<file path="src/rtl/pc_pkg.sv">
// Shared program-counter constants: default addresses, step, enable levels, status encodings.
package pc_pkg;

  localparam logic [31:0] PC_START_ADDRESS = 32'h0000_3000;
  localparam logic [31:0] PC_EXC_VECTOR    = 32'h0000_4180;
  localparam int unsigned PC_STEP          = 4;

  localparam logic PC_ENABLED  = 1'b1;
  localparam logic PC_DISABLED = 1'b0;

  // RUN/PEND/EXC are reported through independent flops (redirect_pending, exl).
  typedef enum logic [1:0] {
    ST_RUN  = 2'd0,
    ST_PEND = 2'd1,
    ST_EXC  = 2'd2
  } pc_state_e;

endpackage

</file>
<file path="src/rtl/pc_redirect_buf.sv">
// Single-entry holding buffer for a redirect target that arrives while fetch is stalled.
module pc_redirect_buf
  import pc_pkg::*;
#(
  parameter int unsigned WIDTH = 32
) (
  input  logic             clk,
  input  logic             rst,
  input  logic             capture_i,
  input  logic             consume_i,
  input  logic             flush_i,
  input  logic [WIDTH-1:0] target_i,
  output logic             valid_o,
  output logic [WIDTH-1:0] target_o
);

  logic             valid_q;
  logic [WIDTH-1:0] target_q;

  // A capture overwrites any older entry; it never coincides with consume/flush.
  always_ff @(posedge clk) begin
    if (rst) begin
      valid_q  <= 1'b0;
      target_q <= '0;
    end else if (capture_i) begin
      valid_q  <= 1'b1;
      target_q <= target_i;
    end else if (consume_i || flush_i) begin
      valid_q  <= 1'b0;
    end
  end

  assign valid_o  = valid_q;
  assign target_o = target_q;

endmodule

</file>
<file path="src/rtl/pc_ctrl.sv">
// Fetch program-counter controller: sequential, redirect, exception and eret sources.
// Optional PC_ALIGN_CHECK_EN turns misaligned targets into exceptions with a fault pulse.
module pc_ctrl
  import pc_pkg::*;
#(
  parameter int unsigned      WIDTH         = 32,
  parameter logic [WIDTH-1:0] START_ADDRESS = WIDTH'(PC_START_ADDRESS),
  parameter logic [WIDTH-1:0] EXC_VECTOR    = WIDTH'(PC_EXC_VECTOR),
  parameter int unsigned      STEP          = PC_STEP
) (
  input  logic             clk,
  input  logic             rst,
  input  logic             enable,
  input  logic             redirect_valid,
  input  logic [WIDTH-1:0] redirect_target,
  input  logic             exc_req,
  input  logic [WIDTH-1:0] exc_pc,
  input  logic             eret_req,
  output logic [WIDTH-1:0] curr_pc,
  output logic [WIDTH-1:0] seq_pc,
  output logic [WIDTH-1:0] epc,
  output logic             exl,
  output logic             redirect_pending,
  output logic             misalign_fault
);

  logic [WIDTH-1:0] pc_q, pc_d;
  logic [WIDTH-1:0] epc_q, epc_d;
  logic             exl_q, exl_d;
  logic             fault_d;

  logic             buf_capture, buf_consume, buf_flush;
  logic             pend_vld;
  logic [WIDTH-1:0] pend_tgt;

  logic             cand_vld;
  logic [WIDTH-1:0] cand;
  logic             go;

  assign go     = (enable == PC_ENABLED);
  assign seq_pc = pc_q + WIDTH'(STEP);

  pc_redirect_buf #(.WIDTH(WIDTH)) u_buf (
    .clk       (clk),
    .rst       (rst),
    .capture_i (buf_capture),
    .consume_i (buf_consume),
    .flush_i   (buf_flush),
    .target_i  (redirect_target),
    .valid_o   (pend_vld),
    .target_o  (pend_tgt)
  );

  always_comb begin
    pc_d        = pc_q;
    epc_d       = epc_q;
    exl_d       = exl_q;
    fault_d     = 1'b0;
    buf_capture = 1'b0;
    buf_consume = 1'b0;
    buf_flush   = 1'b0;
    cand_vld    = 1'b0;
    cand        = pc_q;

    if (exc_req) begin
      pc_d      = EXC_VECTOR;
      buf_flush = 1'b1;
      if (!exl_q) begin
        epc_d = exc_pc;
        exl_d = 1'b1;
      end
    end else if (eret_req) begin
      cand_vld  = 1'b1;
      cand      = epc_q;
      exl_d     = 1'b0;
      buf_flush = 1'b1;
    end else if (redirect_valid && go) begin
      cand_vld  = 1'b1;
      cand      = redirect_target;
      buf_flush = 1'b1;
    end else if (redirect_valid) begin
      buf_capture = 1'b1;
    end else if (pend_vld && go) begin
      cand_vld    = 1'b1;
      cand        = pend_tgt;
      buf_consume = 1'b1;
    end else if (go) begin
      pc_d = seq_pc;
    end

    if (cand_vld) pc_d = cand;

`ifdef PC_ALIGN_CHECK_EN
    // A misaligned target is rerouted into the handler as if an exception were raised.
    if (cand_vld && ((cand & WIDTH'(STEP - 1)) != '0)) begin
      pc_d      = EXC_VECTOR;
      buf_flush = 1'b1;
      fault_d   = 1'b1;
      exl_d     = 1'b1;
      if (!exl_q) epc_d = cand;
    end
`endif
  end

  always_ff @(posedge clk) begin
    if (rst) begin
      pc_q  <= START_ADDRESS;
      epc_q <= '0;
      exl_q <= 1'b0;
    end else begin
      pc_q  <= pc_d;
      epc_q <= epc_d;
      exl_q <= exl_d;
    end
  end

`ifdef PC_ALIGN_CHECK_EN
  logic fault_q;
  always_ff @(posedge clk) begin
    if (rst) fault_q <= 1'b0;
    else     fault_q <= fault_d;
  end
  assign misalign_fault = fault_q;
`else
  logic unused_fault;
  assign unused_fault   = fault_d;
  assign misalign_fault = 1'b0;
`endif

  assign curr_pc          = pc_q;
  assign epc              = epc_q;
  assign exl              = exl_q;
  assign redirect_pending = pend_vld;

endmodule

</file>
<file path="config.mk">
export PLATFORM = sky130hd
export DESIGN_NAME = pc_ctrl
export DESIGN_NICKNAME = d
export VERILOG_FILES = /design/src/rtl/pc_pkg.sv /design/src/rtl/pc_redirect_buf.sv /design/src/rtl/pc_ctrl.sv
export SDC_FILE = /design/constraint.sdc
export NUM_CORES = 1
export LEC_CHECK = 0
export CORE_ASPECT_RATIO = 0.5
export CORE_UTILIZATION = 37
export DETAILED_ROUTE_END_ITERATION = 12
export PLACE_DENSITY = 0.66
export SETUP_SLACK_MARGIN = 0.5
export SYNTH_ARGS = -nofsm -noshare
export SYNTH_HDL_FRONTEND = slang
export SYNTH_HIERARCHICAL = 1
export SYNTH_SLANG_ARGS = --single-unit
</file>
<file path="constraint.sdc">
create_clock -name clk -period 4.67 [get_ports clk]
set_clock_uncertainty 0.2 [all_clocks]
set_input_delay 0.7005 -clock clk [delete_from_list [all_inputs] [get_ports clk]]
set_output_delay 0.7005 -clock clk [all_outputs]
set_load 0.01 [all_outputs]
</file>
# Word-level counts from Yosys, hierarchy flattened
# Index checks and enable logic that the tools add are counted.
dict set report totals {
  ff_bits 98
  latch_bits 0
  ram_bits 0
  mem_bits_ro 0
  input_bits 70
  wordCells 53
  mem_count 0
}
dict set report op_classes {
  add_sub_neg 1
  multipliers 0
  div_mod_pow 0
  magnitude_cmp 0
  eq_ne 7
  shifts 0
  mux 31
  n_bitwise 1
  n_reduce_logical 8
}
# operator count
set op_table {}
lappend op_table {{$mux W32} 12}
lappend op_table {{$add A32 B3 Y32 const B} 1}
lappend op_table {{$mux W1} 19}
lappend op_table {{$reduce_and A8 Y1} 1}
lappend op_table {{$ne A3 B3 Y1 const B} 2}
lappend op_table {{$ne A4 B1 Y1 const B} 1}
lappend op_table {{$ne A4 B2 Y1 const B} 1}
lappend op_table {{$ne A4 B3 Y1 const B} 1}
lappend op_table {{$reduce_bool A2 Y1} 2}
lappend op_table {{$ne A3 B2 Y1 const B} 1}
lappend op_table {{$reduce_bool A3 Y1} 1}
lappend op_table {{$logic_and A1 B1 Y1} 2}
lappend op_table {{$ne A2 B2 Y1 const B} 1}
lappend op_table {{$reduce_and A2 Y1} 1}
lappend op_table {{$logic_or A1 B1 Y1} 1}
lappend op_table {{$not A1 Y1} 1}

# Logic depth before layout (Yosys ltp)
dict set report logic_depth {
  ltp_word 9
  depth_mapped 8
  ltp_nobuf 6
}

# Modules after synthesis
# The synthesis kept the hierarchy.
# mod instances cells_each area_each_um2 seq_area_each_um2
set by_module_without_submodules {}
lappend by_module_without_submodules {pc_ctrl 1 572 4190.3 1301.2}
lappend by_module_without_submodules {pc_redirect_buf 1 108 1207.4 660.6}

# Worst setup path before layout
# OpenSTA, ideal clock, no wires.
dict set report synth_path {
  path_kind {reg-to-output}
  from {register pc_q[16], in the netlist curr_pc[16]}
  to {output seq_pc[31]}
  arrival_time_ns 1.732
  setup_slack_ns 2.037
  path_stages_with_launch 7
  n_path_buf 2
  path_cell_list {dfxtp_1 -> buf_4 -> and4_1 -> buf_4 -> nand4_4 -> or4_4 -> xnor2_1}
}
dict set report synth_via {
  elab_chain_len 1
}
# item line
set synth_rtl {}
lappend synth_rtl {{start, declared} pc_ctrl.sv:27} ;# logic [WIDTH-1:0] pc_q, pc_d;
lappend synth_rtl {{start signal, assigned} pc_ctrl.sv:111} ;# pc_q <= pc_d;
lappend synth_rtl {{$add A32 B3 Y32} pc_ctrl.sv:41} ;# assign seq_pc = pc_q + WIDTH'(STEP);
lappend synth_rtl {{end, declared} pc_ctrl.sv:20} ;# output logic [WIDTH-1:0] seq_pc,
# No other way between the ends.

# Worst setup path after layout
dict set report layout_path {
  from {register pc_q[3], in the netlist curr_pc[3]}
  to {output seq_pc[14]}
}
# Same word-level chain as after synthesis.

==> impl_metrics.toml <==
[status]
status = "finished clean"

[yosys]
syn_nets = 751
synth_top_area_share = 0.363
synth-edff-count = 0
async_reset_ff_frac = 0
avgSynthCellArea_um2 = 7.94
ys_ff_latch = 98
yosysUniqueCellTypes = 63
synth_area_um2 = 5400
yosysTopAreaCell = "dfxtp_1"
synth.area.top_cells = "dfxtp_1 (36%), mux2i_1 (11%), nand2_1 (8.3%)"
yosysSeqAreaShare = 0.363
synth-warning-count = 6
synth_cells = 680
ys.flop_type = "dfxtp_1"

[routing]
drc_errors = 0
ant_nets = 0
vias = 5506
vias_per_cell = 5.50
routed_wl_mm = 18.0
wire_per_inst_um = 17.9
first_pass_iters = 5
drt_iter0_drc = 585

[power]
power_frac_seq = 0.457
clockPowerShare = 0.370
power_switching_uw = 566
ir_worst_vdd_mv = 0.178
power_leakage_nw = 2.63
internal_power_mw = 1.41
powerDensity_nw_per_um2 = 270
p_sw_frac = 0.286
share_comb_of_total_power = 0.173

[cts]
cts_buffer_depth = 2
cts_made_buffers = 9
cts_resized = 0
h-tree-depth = 3
cts_hold_buffers = 0
clk_pin_slew_ns = 0.08
cts_tree = "built"
post_cts_buffers = 0
clkLatencyLatePin_ns = 0.35
cts-root-buf = "clkbuf_16"
cts_num_sinks = 98

[floorplan]
start_util = 0.389
die-height_um = 87.4
fp.dieW_um = 173
num_io_pins = 169
core_um2 = 13900
dieArea_um2 = 15100
num_rows = 30

[timing]
hold_viol = 0
slew_headroom = 0.253
grt_setup_unrepaired = "false"
setup_ws_ns = 0.857
min_period_ns = 3.81
period_share = 0.817
max_freq_mhz = 262
finalSetupTns_ns = 0
finalSetupViolCount = 0
tightest_slew_ns = 1.12
maxSlewViolCount = 0

[hold_path]
min_path_type = "register to register"
min-delay-start = "epc[26]"

[global_route]
grt_usage = 0.233
grt_pass1_wl_mm = 27.3
grt_max_degree = 105
overflow = 0
antenna_found_initial = 0
grt_pass1_vias = 4928

[place]
dp.final_hpwl_mm = 13.0
portBuffers = 167
gp_congestion = 0.876
place_ws_ns = 1.16

[cells_and_area]
seqCellArea_um2 = 1960
areaGrowthSynthToFinish_pct = 35.7
mostFrequentLayoutCell = "clkdlybuf4s50_1"
n_antenna_cell = 0
drive_gt1_frac = 0.0432
fillCellCount = 1355
final_cell_mix = "clkdlybuf4s50_1 (165), nand2_1 (119), dfxtp_1 (98), nor2_1 (61), mux2i_1 (59)"
multiInputGateArea_um2 = 3080
nNetsFinal = 876

[worst_setup_path]
crit_buf_inv = 1
cp-end-kind = "primary output"
critPathKind = "register to primary output"
path_cells = "ha_1, and4_1, nand2_1, nor2_1, and3_1, xnor2_1, clkdlybuf4s50_1"
crit_family = "simple AND/OR/NAND/NOR gates"
slowest_stage = "clkdlybuf4s50_1"
cp_data_required_time_ns = 3.77
cpPeakStageDelay_ns = 0.55
worstSetupStartpointType = "register"
cp.arrival_ns = 2.91
timing.rr.start = "curr_pc[16]"
path_max_fanout = 6
startpoint = "curr_pc[3]"

[flow_run]
maxCapViolCount = 0
[power groups by stage]
stage | combinational, mW | sequential (mW) | clock (mW)
3_3_place_gp | 0.337 | 0.923 | 0
5_1_grt | 0.366 | 0.911 | 0.781
3_5_place_dp | 0.340 | 0.924 | 0
4_1_cts | 0.341 | 0.905 | 0.742
2_1_floorplan | 0.158 | 0.922 | 0
6_report | 0.342 | 0.905 | 0.733
[worst reg2reg max path, delay by kind of cell (launching register included)]
family           cells  cell delay (ns)
flip-flops           1             0.49
AND/OR/NAND/NOR      4             1.31
AO/OA/AOI/OAI        1             0.36
[cell usage after synthesis, types with 4 or more instances]
master and count:
a211o_1 4, a21oi_1 50, a221oi_1 4, a22oi_1 8
a31oi_1 10, and2_1 5, and3_1 9, and4_1 7
buf_2 10, buf_4 7, clkbuf_1 34, dfxtp_1 98
inv_1 11, mux2i_1 59, nand2_1 120, nand2b_1 4
nand3_1 16, nand3b_1 4, nand4_1 6, nor2_1 61
nor3_1 12, nor4_1 7, o21ai_0 42, or3_1 8
xnor2_1 18, xor2_1 10
[sequential cells by signal, summed over array words and instances, names as in the netlist]
signal / flops
epc: 32
u_buf/target_o: 32
curr_pc: 32
u_buf/valid_o: 1
exl: 1
[kinds of logic (layout without fill, tap and decap cells)]
family                   count (synthesis)  in the layout  synth area share
buffers and inverters                   71            201            0.0686
XOR/XNOR                                28             28            0.0454
AO/OA/AOI/OAI                          150            150             0.171
multiplexers                            59             59             0.109
other                                    1              1          0.000695
flip-flops                              98             98             0.363
adder cells (fa/ha/maj)                  1              1           0.00232
AND/OR/NAND/NOR                        272            272             0.239
[final timing paths]
kind                 endpoint  slack, ns  cells past startpoint
hold reg to reg       epc[26]       0.28                      2
setup / recovery   seq_pc[14]       0.86                      7
setup reg to reg  curr_pc[31]       2.16                      5
hold / removal        epc[26]       0.28                      2
[stage by stage]
| step | utilization | cells | power, mW | area, um^2 | hold slack (ns) |
|---|---|---|---|---|---|
| detailed placement | 0.507 | 986 | 1.26 | 7040 | 0.271 |
| finish | 0.527 | 1002 | 1.98 | 7320 | 0.280 |
| global placement | 0.507 | 986 | 1.26 | 7040 | 0.262 |
| floorplan | - | 680 | 1.08 | 5400 | 0.260 |
| global route | 0.527 | 1002 | 2.06 | 7320 | 0.295 |
| CTS | 0.527 | 1002 | 1.99 | 7320 | 0.282 |
[per-layer routing]
layer | vias up | GRT usage | wire length [um]
met4 | 0 | 0.0418 | 112
met2 | 215 | 0.343 | 7740
met5 | - | 0 | 0
li1 | 2638 | - | -
met1 | 2641 | 0.343 | 8350
met3 | 12 | 0.0567 | 1780
[layout make-up]
class	count	share of cell area
repair buffers	174	0.234
well taps	192	0.0328
clock inverters	6	0.00752
inverters	11	0.00564
clock buffers	10	0.0313
multi-input cells	511	0.421
flip-flops and latches	98	0.268
(Power assumes the default switching activity.)
